**src/rtl/argmax_stream_if.sv**
```systemverilog
// Score-stream in / argmax-result out bundle for argmax_stream; ARGMAX_TOP2_EN adds the runner-up fields.
// slave = argmax block side, master = the driving/consuming environment.
interface argmax_stream_if #(
  parameter int M = 10,
  parameter int T = 16
);
  localparam int IW = $clog2(M);

  logic                input_valid;
  logic                input_ready;
  logic signed [T-1:0] input_data;
  logic                output_valid;
  logic                output_ready;
  logic [IW-1:0]       output_index;
  logic signed [T-1:0] output_value;
`ifdef ARGMAX_TOP2_EN
  logic [IW-1:0]       output_index2;
  logic signed [T-1:0] output_value2;
`endif

  modport slave (
    input  input_valid, input_data, output_ready,
    output input_ready, output_valid, output_index, output_value
`ifdef ARGMAX_TOP2_EN
    , output output_index2, output_value2
`endif
  );

  modport master (
    output input_valid, input_data, output_ready,
    input  input_ready, output_valid, output_index, output_value
`ifdef ARGMAX_TOP2_EN
    , input output_index2, output_value2
`endif
  );
endinterface

```
**src/rtl/argmax_stream.sv**
```systemverilog
// Streaming argmax over M signed scores; result valid the cycle after the M-th accept, held until taken.
// input_ready is 0 while a result waits (any output_ready stall); ARGMAX_TOP2_EN adds runner-up outputs.
module argmax_stream #(
  parameter int M = 10,
  parameter int T = 16
) (
  input logic          clk,
  input logic          reset,
  argmax_stream_if.slave bus
);
  localparam int IW = $clog2(M);

  typedef enum logic {ACCUM, HOLD} state_t;

  state_t              state, state_nxt;
  logic                live;
  logic [IW-1:0]       cnt;
  logic signed [T-1:0] max_q;
  logic [IW-1:0]       idx_q;
  logic                acc, rel_acc, last, gt_max;

  assign acc     = bus.input_valid && bus.input_ready;
  assign rel_acc = bus.output_valid && bus.output_ready;
  assign last    = (cnt == IW'(M - 1));
  assign gt_max  = (bus.input_data > max_q);

  always_ff @(posedge clk) begin
    if (!reset) state <= ACCUM;
    else        state <= state_nxt;
  end

  always_comb begin
    state_nxt = state;
    case (state)
      ACCUM:   if (acc && last) state_nxt = HOLD;
      HOLD:    if (rel_acc)     state_nxt = ACCUM;
      default: state_nxt = ACCUM;
    endcase
  end

  // live keeps both handshake outputs low for the whole reset cycle
  always_comb begin
    bus.input_ready  = live && (state == ACCUM);
    bus.output_valid = live && (state == HOLD);
  end

  always_ff @(posedge clk) begin
    if (!reset) live <= 1'b0;
    else        live <= 1'b1;
  end

  always_ff @(posedge clk) begin
    if (!reset) begin
      cnt   <= '0;
      max_q <= '0;
      idx_q <= '0;
    end else if (acc) begin
      cnt <= last ? '0 : cnt + IW'(1);
      if (cnt == '0) begin
        max_q <= bus.input_data;
        idx_q <= '0;
      end else if (gt_max) begin
        max_q <= bus.input_data;
        idx_q <= cnt;
      end
    end
  end

  assign bus.output_index = idx_q;
  assign bus.output_value = max_q;

`ifdef ARGMAX_TOP2_EN
  logic                sec_vld;
  logic signed [T-1:0] sec_q;
  logic [IW-1:0]       sec_idx_q;

  // an element equal to the current max falls through to the runner-up slot
  always_ff @(posedge clk) begin
    if (!reset) begin
      sec_vld   <= 1'b0;
      sec_q     <= '0;
      sec_idx_q <= '0;
    end else if (acc) begin
      if (cnt == '0) begin
        sec_vld <= 1'b0;
      end else if (gt_max) begin
        sec_vld   <= 1'b1;
        sec_q     <= max_q;
        sec_idx_q <= idx_q;
      end else if (!sec_vld || (bus.input_data > sec_q)) begin
        sec_vld   <= 1'b1;
        sec_q     <= bus.input_data;
        sec_idx_q <= cnt;
      end
    end
  end

  assign bus.output_index2 = sec_idx_q;
  assign bus.output_value2 = sec_q;
`endif
endmodule
```
**src/flat_wrapper.sv**
```systemverilog
// flat-port wrapper written by rule: the top's interface ports become plain ports
module argmax_stream_flat 
#(
  parameter int M = 10,
  parameter int T = 16
)
  (clk, reset, bus_input_valid, bus_input_data, bus_output_ready, bus_input_ready, bus_output_valid, bus_output_index, bus_output_value);
  argmax_stream_if #(.M(M), .T(T)) bus_i ();
  input logic clk;
  input logic reset;
  input wire logic [$bits(bus_i.input_valid)-1:0] bus_input_valid;
  input wire logic [$bits(bus_i.input_data)-1:0] bus_input_data;
  input wire logic [$bits(bus_i.output_ready)-1:0] bus_output_ready;
  output wire logic [$bits(bus_i.input_ready)-1:0] bus_input_ready;
  output wire logic [$bits(bus_i.output_valid)-1:0] bus_output_valid;
  output wire logic [$bits(bus_i.output_index)-1:0] bus_output_index;
  output wire logic [$bits(bus_i.output_value)-1:0] bus_output_value;
  assign bus_i.input_valid = bus_input_valid;
  assign bus_i.input_data = bus_input_data;
  assign bus_i.output_ready = bus_output_ready;
  assign bus_input_ready = bus_i.input_ready;
  assign bus_output_valid = bus_i.output_valid;
  assign bus_output_index = bus_i.output_index;
  assign bus_output_value = bus_i.output_value;
  argmax_stream #(.M(M), .T(T)) u_core (.clk(clk), .reset(reset), .bus(bus_i));
endmodule
```
**config.mk**
```make
export PLATFORM = sky130hd
export DESIGN_NAME = argmax_stream_flat
export DESIGN_NICKNAME = d
export VERILOG_FILES = /design/src/rtl/argmax_stream_if.sv /design/src/rtl/argmax_stream.sv /design/src/flat_wrapper.sv
export SDC_FILE = /design/constraint.sdc
export NUM_CORES = 1
export LEC_CHECK = 0
export BUFFER_PORTS_ARGS = -buffer_cell sky130_fd_sc_hd__buf_2
export CAP_MARGIN = 25
export CORE_MARGIN = 1
export CORE_UTILIZATION = 30
export CTS_CLUSTER_SIZE = 10
export DETAILED_ROUTE_END_ITERATION = 12
export PLACE_DENSITY = 0.57
export SLEW_MARGIN = 20
export SYNTH_ARGS = -nofsm -noshare
export SYNTH_HDL_FRONTEND = slang
export SYNTH_SLANG_ARGS = --single-unit
```
**constraint.sdc**
```tcl
create_clock -name clk -period 3 [get_ports clk]
set_input_delay 0.45 -clock clk [delete_from_list [all_inputs] [get_ports clk]]
set_output_delay 0.45 -clock clk [all_outputs]
set_load 0.005 [all_outputs]
```
; ---- After elaboration in Yosys (flattened, before gate mapping)
; Index checks and enable logic that the tools add are counted.
; W data, S select, Z words.
[op_classes]
n_reduce_logical = 8
add_sub_neg = 1
n_mux = 9
eq_ne = 1
magnitude_cmp = 1
bitwise_logic = 1
[ops]
columns = cell, count
row1 = $mux W16, 2
row2 = $gt A16 B16 Y1, 1
row3 = $mux W4, 3
row4 = $logic_and A1 B1 Y1, 5
row5 = $add A4 B1 Y4 const B, 1
row6 = $eq A4 B4 Y1 const B, 1
row7 = $logic_not A4 Y1, 1
row8 = $mux W1, 3
row9 = $pmux W1 S2, 1
row10 = $reduce_and A2 Y1, 1
row11 = $reduce_bool A2 Y1, 1
row12 = $not A1 Y1, 1
[totals]
input_bits = 20
reg_bits = 26
out_inout_bits = 22
wordCells = 26

; ---- Longest topological paths before layout
; Gate-level depths: netlist of the first run.
[depth]
word_depth = 6
ltp_mapped = 9

; ---- Least setup slack after synthesis of the first run
; No wires, ideal clock.
[synth_path]
path_type = in2reg
start = input bus_input_data[1]
end = register u_core.idx_q[1] (netlist: u_core.bus.output_index[1])
stages = 8
t_arrival_ns = 2.113
path_buffers = 1
setup_slack_ns = 0.816
required_ns = 2.928
path_cell_list = ha_1 nor2b_1 o211ai_2 a2111oi_2 nor4_2 mux2i_1 buf_6 mux2i_1
[synth_between]
elab_chain_len = 3
[synth_lines]
columns = element, line_no
row1 = from (decl), flat_wrapper.sv:12  ; input wire logic [$bits(bus_i.input_data)-1:0] bus_input_data;
row2 = $gt A16 B16 Y1, argmax_stream.sv:25  ; assign gt_max = (bus.input_data > max_q);
row3 = $reduce_bool A2 Y1 (no line), --
row4 = $reduce_and A2 Y1 (no line), --
row5 = to (signal assigned), argmax_stream.sv:64  ; idx_q <= cnt;
row6 = to (decl), argmax_stream.sv:19  ; logic [IW-1:0] idx_q;
; Every way passes these cells.
; A chain may end at the register's enable or synchronous reset.

; ---- Final worst setup path of the first run
[layout_path]
start = register u_core.max_q[1] (netlist: u_core.bus.output_value[1])
end = register u_core.idx_q[1] (netlist: u_core.bus.output_index[1])
[layout_between]
elab_chain_len = 3
[layout_lines]
columns = element, line_no
row1 = from (decl), argmax_stream.sv:18  ; logic signed [T-1:0] max_q;
row2 = from (signal assigned), argmax_stream.sv:60  ; max_q <= bus.input_data;
row3 = from (signal assigned), argmax_stream.sv:63  ; max_q <= bus.input_data;
row4 = $gt A16 B16 Y1, argmax_stream.sv:25
row5 = $reduce_bool A2 Y1 (no line), --
row6 = $reduce_and A2 Y1 (no line), --
; Every way passes these cells.

==> results.sh, run 1 <==
export IMPL_portBuffers=41
export IMPL_crit_path_max_fanout=15
export IMPL_multi_input_area_um2=897
export IMPL_setup_violations=0
export IMPL_clk_pin_slew_ns=0.09
export IMPL_place_area_um2=1780
export IMPL_core_area_um2=4790
export IMPL_ir_drop_mv=0.156
export IMPL_io_pin_count=42
export IMPL_synth_fa_ha_area_share_pct=13.3
export IMPL_drive_gt1_share_pct=24.3
export IMPL_hpwl_mm=2.33
export IMPL_h_tree_depth=1
export IMPL_crit_path_max_incr_delay_ns=0.48
export IMPL_tritoncts="yes"
export IMPL_ys_warnings_count=0
export IMPL_path_class="register to register"
export IMPL_n_antenna_cell=0
export IMPL_reg2regPathDepth=9
export IMPL_syn_to_final_growth_pct=21.6
export IMPL_ys_seq_area_share_pct=34.5
export IMPL_synth_fp_nets=211
export IMPL_cts_buffers=3
export IMPL_cp_endpoint="u_core.bus.output_index[1]"
export IMPL_drc_errors=0
export IMPL_cts_setup_buffers=0
export IMPL_post_synth_inst_count=175
export IMPL_cp_end_kind="register"
export IMPL_worst_pin_slew_ns=0.707
export IMPL_cts_root_buf="clkbuf_8"
export IMPL_synth_top_family_by_area="simple AND/OR/NAND/NOR gates"
export IMPL_first_iter_violations=40
export IMPL_leakagePower_nw=0.809
export IMPL_hold_viol=0
export IMPL_chipHeight_um=73.0
export IMPL_cp_cell_sequence="inv_1, ha_1, nor2b_1, o211ai_2, a2111oi_2, nor4_2, mux2i_4, buf_4, mux2i_1"
export IMPL_vias=1246
export IMPL_cts_hold_buf=0
export IMPL_finalInstanceArea_um2=1840
export IMPL_ant_nets=0
export IMPL_slowest_stage="nor4_2"
export IMPL_fin_tns_setup_ns=0
export IMPL_grtUsageTotal_pct=12.1
export IMPL_wl_mm=3.01
export IMPL_gp_congestion=0.682
export IMPL_post_route_period_util_pct=81.2
export IMPL_syn_area_per_cell_um2=8.63
export IMPL_r2r_end="u_core.bus.output_index[1]"
export IMPL_muxShareOfSynthArea_pct=13.9
export IMPL_synth_cell_types=28
export IMPL_powerDensity_nw_per_um2=420
export IMPL_start_util_pct=31.6
export IMPL_skew_ns=0.000961
export IMPL_status="complete, no violations"
export IMPL_fmax_mhz=410
export IMPL_layout_nets=251
export IMPL_num_rows=25
export IMPL_fin_crit_ns=2.44
export IMPL_cp_buffers_inverters=2
export IMPL_syn_area_um2=1510
export IMPL_antenna_found_initial=0
export IMPL_grt_pass1_vias=1119
export IMPL_fp_dieW_um=73.0
export IMPL_cts_buffer_depth=2
export IMPL_r2r_slack_ns=0.56
export IMPL_worst_setup_path_start_kind="register"
export IMPL_rsz0062_at_grt="false"
export IMPL_crit_path_start="u_core.bus.output_value[1]"
export IMPL_drv_slew=0
export IMPL_arrival_ns=2.64
export IMPL_whs_ns=0.429
export IMPL_cp_depth=9
export IMPL_fillers=505
export IMPL_cts_resized=0
export IMPL_grt_overflow_total=0
export IMPL_drv_cap=0
export IMPL_critPathTopFamily="simple AND/OR/NAND/NOR gates"
export IMPL_synthXorXnorAreaFrac_pct=1.16
export IMPL_drtPass1Iterations=4
export IMPL_clk_latency_ns=0.27
export IMPL_yosys_area_share_simple_pct=21.4
export IMPL_wl_per_cell_um=10.7
export IMPL_hold_class="input port to register"
export IMPL_maxSlewHeadroom_pct=52.9
export IMPL_die_area_um2=5320
export IMPL_grt_max_degree=47
export IMPL_synth_compound_area_share_pct=8.86
export IMPL_seq_area_um2=520
export IMPL_r2r_start="u_core.bus.output_value[1]"
export IMPL_ys_seq_elements=26
export IMPL_critPathRequiredTime_ns=3.20
export IMPL_grt_pass1_wl_mm=5.00
export IMPL_vias_per_cell=4.43
export IMPL_cts_sinks=26
cell families after synthesis:
group	Yosys count
and+or+nand+nor	67
DFF	26
buffers and inverters	24
muxes	21
AOI/OAI and AO/OA	19
adders and majority gates	16
xor gates and xnor gates	2
metal layers:
layer / share of wire [%] / vias up / track usage [%]
li1: - / 670 / -
met4: 0.63 / 0 / 3.92
met3: 4.7 / 4 / 2.49
met5: 0 / - / 0
met2: 43 / 30 / 19.4
met1: 52 / 542 / 16.3
final cells by class:
cell class | count | area share (%)
Tap cell | 67 | 4.56
Clock buffer | 4 | 3.00
Timing Repair Buffer | 43 | 12.0
Multi-Input combinational cell | 125 | 48.8
Inverter | 16 | 3.27
Sequential cell | 26 | 28.3
worst min path at each step:
stage                          startpoint                          end  depth (start not counted)
3_3_place_gp   u_core.bus.output_index[1]   u_core.bus.output_index[1]                          2
4_1_cts                bus_input_data[10]  u_core.bus.output_value[10]                          3
2_1_floorplan  u_core.bus.output_index[1]   u_core.bus.output_index[1]                          2
3_5_place_dp   u_core.bus.output_index[1]   u_core.bus.output_index[1]                          2
6_report                bus_input_data[3]   u_core.bus.output_value[3]                          3
5_1_grt                bus_input_data[11]  u_core.bus.output_value[11]                          3
synthesized netlist by cell type:
library cell	number	area (um^2)
a2111oi_2	1	15.0
a211oi_1	1	7.51
a21boi_1	1	7.51
a21o_1	3	22.5
a21oi_1	7	35.0
and2_1	4	25.0
buf_6	2	22.5
clkbuf_1	6	22.5
dfxtp_1	26	521
ha_1	16	200
inv_1	16	60.1
mux2i_1	21	210
nand2_1	42	158
nand2b_1	1	6.26
nand3_1	4	20.0
nand4_1	3	18.8
nand4_2	1	12.5
nor2b_1	6	37.5
nor3_1	1	5.00
nor3b_1	2	15.0
nor4_1	2	12.5
nor4_2	1	12.5
o211ai_1	2	15.0
o211ai_2	1	12.5
o21ai_0	2	10.0
o32ai_1	1	8.76
xnor2_1	1	8.76
xor2_1	1	8.76
through the flow:
| stage | power [mW] | utilization, % | instances | worst slack, ns |
|---|---|---|---|---|
| 2_1_floorplan | 0.498 | - | 175 | 0.816 |
| 3_3_place_gp | 0.552 | 37.2 | 277 | 0.440 |
| 3_5_place_dp | 0.553 | 37.2 | 277 | 0.399 |
| 4_1_cts | 0.784 | 38.4 | 281 | 0.536 |
| 5_1_grt | 0.818 | 38.4 | 281 | 0.349 |
| 6_report | 0.771 | 38.4 | 281 | 0.563 |
placed cells by master (no fill, tap or decap), types with 4 or more instances in the layout:
cell      instances
nand3_1           4
inv_1            16
clkbuf_8          4
buf_2            41
a21oi_1           7
nor2b_1           6
nand2_1          42
and2_1            4
mux2i_1          20
ha_1             16
dfxtp_1          26
power breakdown:
group / internal, mW / switching [mW]
logic: 0.0789 / 0.0854
registers: 0.364 / 0.0143
clock network: 0.117 / 0.112
worst register-to-register path: stages, from the launching register on:
cell,delay (ns)
dfxtp_1,0.36
inv_1,0.05
ha_1,0.29
nor2b_1,0.14
o211ai_2,0.14
a2111oi_2,0.09
nor4_2,0.48
mux2i_4,0.31
buf_4,0.29
mux2i_1,0.22
registers in the layout, indices dropped and copies added (netlist names):
register / cells
u_core.bus.output_value: 16
u_core.bus.output_index: 4
u_core.cnt: 4
u_core.live: 1
u_core.state: 1
Power figures use the tool's default switching activity.
==> run 2, diff against run 1 <==
Settings changed: PLACE_DENSITY 0.57 to 0.59.
Clock period 3 ns to 2.2 ns, I/O delays scaled along.
==> run 2 against run 1 <==
Compared with the run above:
- maximum frequency rose by 13%
- sequential share of layout area is 3.5 points lower
- die area unchanged
- clock power grew 37%
- critical path depth increased by 1
- largest power group unchanged
- routed wire length rose by 11%
- combinational power up 90%
==> results.sh, run 2 (synthesis results as in run 1) <==
export IMPL_grt_pass1_wl_mm=5.23
export IMPL_pwr_share_comb_pct=27.3
export IMPL_first_iter_violations=51
export IMPL_hpwl_mm=2.40
export IMPL_hold_viol=0
export IMPL_final_cell_mix="nand2_1, buf_2, mux2i_1, buf_4, dfxtp_1"
export IMPL_fp_dieW_um=73.0
export IMPL_cts_sinks=26
export IMPL_r2r_start="u_core.bus.output_value[9]"
export IMPL_cts_root_buf="clkbuf_8"
export IMPL_h_tree_depth=1
export IMPL_power_mw=1.14
export IMPL_vias_per_cell=4.48
export IMPL_layout_commonest_cell="nand2_1"
export IMPL_portBuffers=41
export IMPL_syn_to_final_growth_pct=41.0
export IMPL_drc_errors=0
export IMPL_largest_register_ffs=16
export IMPL_grt_max_degree=33
export IMPL_power_switching_mw=0.320
export IMPL_arrival_ns=2.32
export IMPL_ir_drop_mv=0.209
export IMPL_n_antenna_cell=0
export IMPL_hold_path_cell_count=3
export IMPL_antenna_found_initial=0
export IMPL_cts_buffer_depth=2
export IMPL_core_area_um2=4790
export IMPL_hold_class="input port to register"
export IMPL_min_to="u_core.bus.output_value[6]"
export IMPL_worst_setup_path_start_kind="register"
export IMPL_clockPowerShare_pct=27.5
export IMPL_drv_slew=0
export IMPL_r2r_slack_ns=0.04
export IMPL_status="complete, no violations"
export IMPL_layout_nets=272
export IMPL_ant_nets=0
export IMPL_chipHeight_um=73.0
export IMPL_crit_path_start="u_core.bus.output_value[9]"
export IMPL_wl_per_cell_um=11.0
export IMPL_clk_pin_slew_ns=0.10
export IMPL_start_util_pct=31.6
export IMPL_vias=1352
export IMPL_post_route_period_util_pct=98.3
export IMPL_grtUsageTotal_pct=12.6
export IMPL_worstHoldStart="bus_input_data[6]"
export IMPL_drv_cap=0
export IMPL_worst_pin_slew_ns=0.518
export IMPL_wl_mm=3.33
export IMPL_gp_congestion=0.782
export IMPL_p_int_mw=0.821
export IMPL_cts_buffers=3
export IMPL_clk_latency_ns=0.27
export IMPL_path_class="register to register"
export IMPL_setup_violations=0
export IMPL_powerDensity_nw_per_um2=536
export IMPL_leakagePower_nw=0.929
export IMPL_fmax_mhz=463
export IMPL_grt_pass1_vias=1202
export IMPL_io_pin_count=42
export IMPL_seqPwrFrac_pct=45.1
export IMPL_crit_path_max_fanout=8
export IMPL_skew_ns=0.00787
export IMPL_drive_gt1_share_pct=38.7
export IMPL_maxSlewHeadroom_pct=65.5
export IMPL_critPathRequiredTime_ns=2.36
export IMPL_whs_ns=0.311
export IMPL_drtPass1Iterations=3
export IMPL_grt_overflow_total=0
export IMPL_tritoncts="yes"
export IMPL_fin_crit_ns=2.16
export IMPL_cp_end_kind="register"
export IMPL_reg2regPathDepth=10
export IMPL_die_area_um2=5320
export IMPL_num_rows=25
export IMPL_r2r_end="u_core.bus.output_value[12]"
export IMPL_final_util_pct=44.5
export IMPL_swShare_pct=28.0
export IMPL_rsz0062_at_grt="true"
[run 2: power by group through the flow]
stage	logic [mW]	clock network [mW]	registers (mW)
final	0.312	0.314	0.515
after global placement	0.253	0	0.524
after global routing	0.347	0.344	0.519
after detailed placement	0.254	0	0.524
after CTS	0.290	0.328	0.514
after floorplan	0.153	0	0.526
[run 2: area by class of cell]
type,instances,area [um^2]
fillers,493,2660
multi-input cells,125,1010
flip-flops and latches,26,528
repair buffers,64,389
well taps,67,83.8
inverters,16,60.1
clock buffers,4,55.1
[run 2: how the worst max path moves through the flow]
stage                                  end  slack (ns)  cells past startpoint
6_report       u_core.bus.output_value[12]        0.04                     10
5_1_grt         u_core.bus.output_value[9]       -0.15                     10
2_1_floorplan   u_core.bus.output_index[1]        0.06                      9
4_1_cts         u_core.bus.output_value[8]       0.007                     10
3_5_place_dp    u_core.bus.output_value[8]       -0.12                      9
3_3_place_gp   u_core.bus.output_value[13]       -0.09                      9
[run 2: routing by layer]
metal	GRT usage, %	share of wire (%)	vias to the layer above
li1	-	-	713
met1	16.0	46	614
met2	21.0	49	21
met3	2.49	3.5	4
met4	5.01	1.2	0
met5	0	0	-
[run 2: worst max-delay path, stage by stage (launching register included)]
cell and delay [ns]:
dfxtp_2 0.36, inv_2 0.05, ha_4 0.25, nand4_1 0.21, nor4_1 0.37, buf_4 0.18, nand2b_1 0.07, o211ai_1 0.14
mux2i_4 0.13, buf_6 0.17, mux2i_1 0.11
[run 2: repair_timing]
action                     4_1_cts  5_1_grt
hold buffers                     0        0
setup buffers                    3        2
resized for setup               12       13
pin swaps                        4        7
setup endpoints to repair       20       20
[run 2: through the flow]
step	cells	TNS [ns]	area, um^2	setup slack, ns
5_1_grt	302	-2.31	2130	-0.148
6_report	302	0	2130	0.0379
4_1_cts	300	0	2050	0.00737
2_1_floorplan	175	0	1510	0.0615
3_3_place_gp	293	-1.47	1900	-0.0862
3_5_place_dp	293	-1.87	1900	-0.119
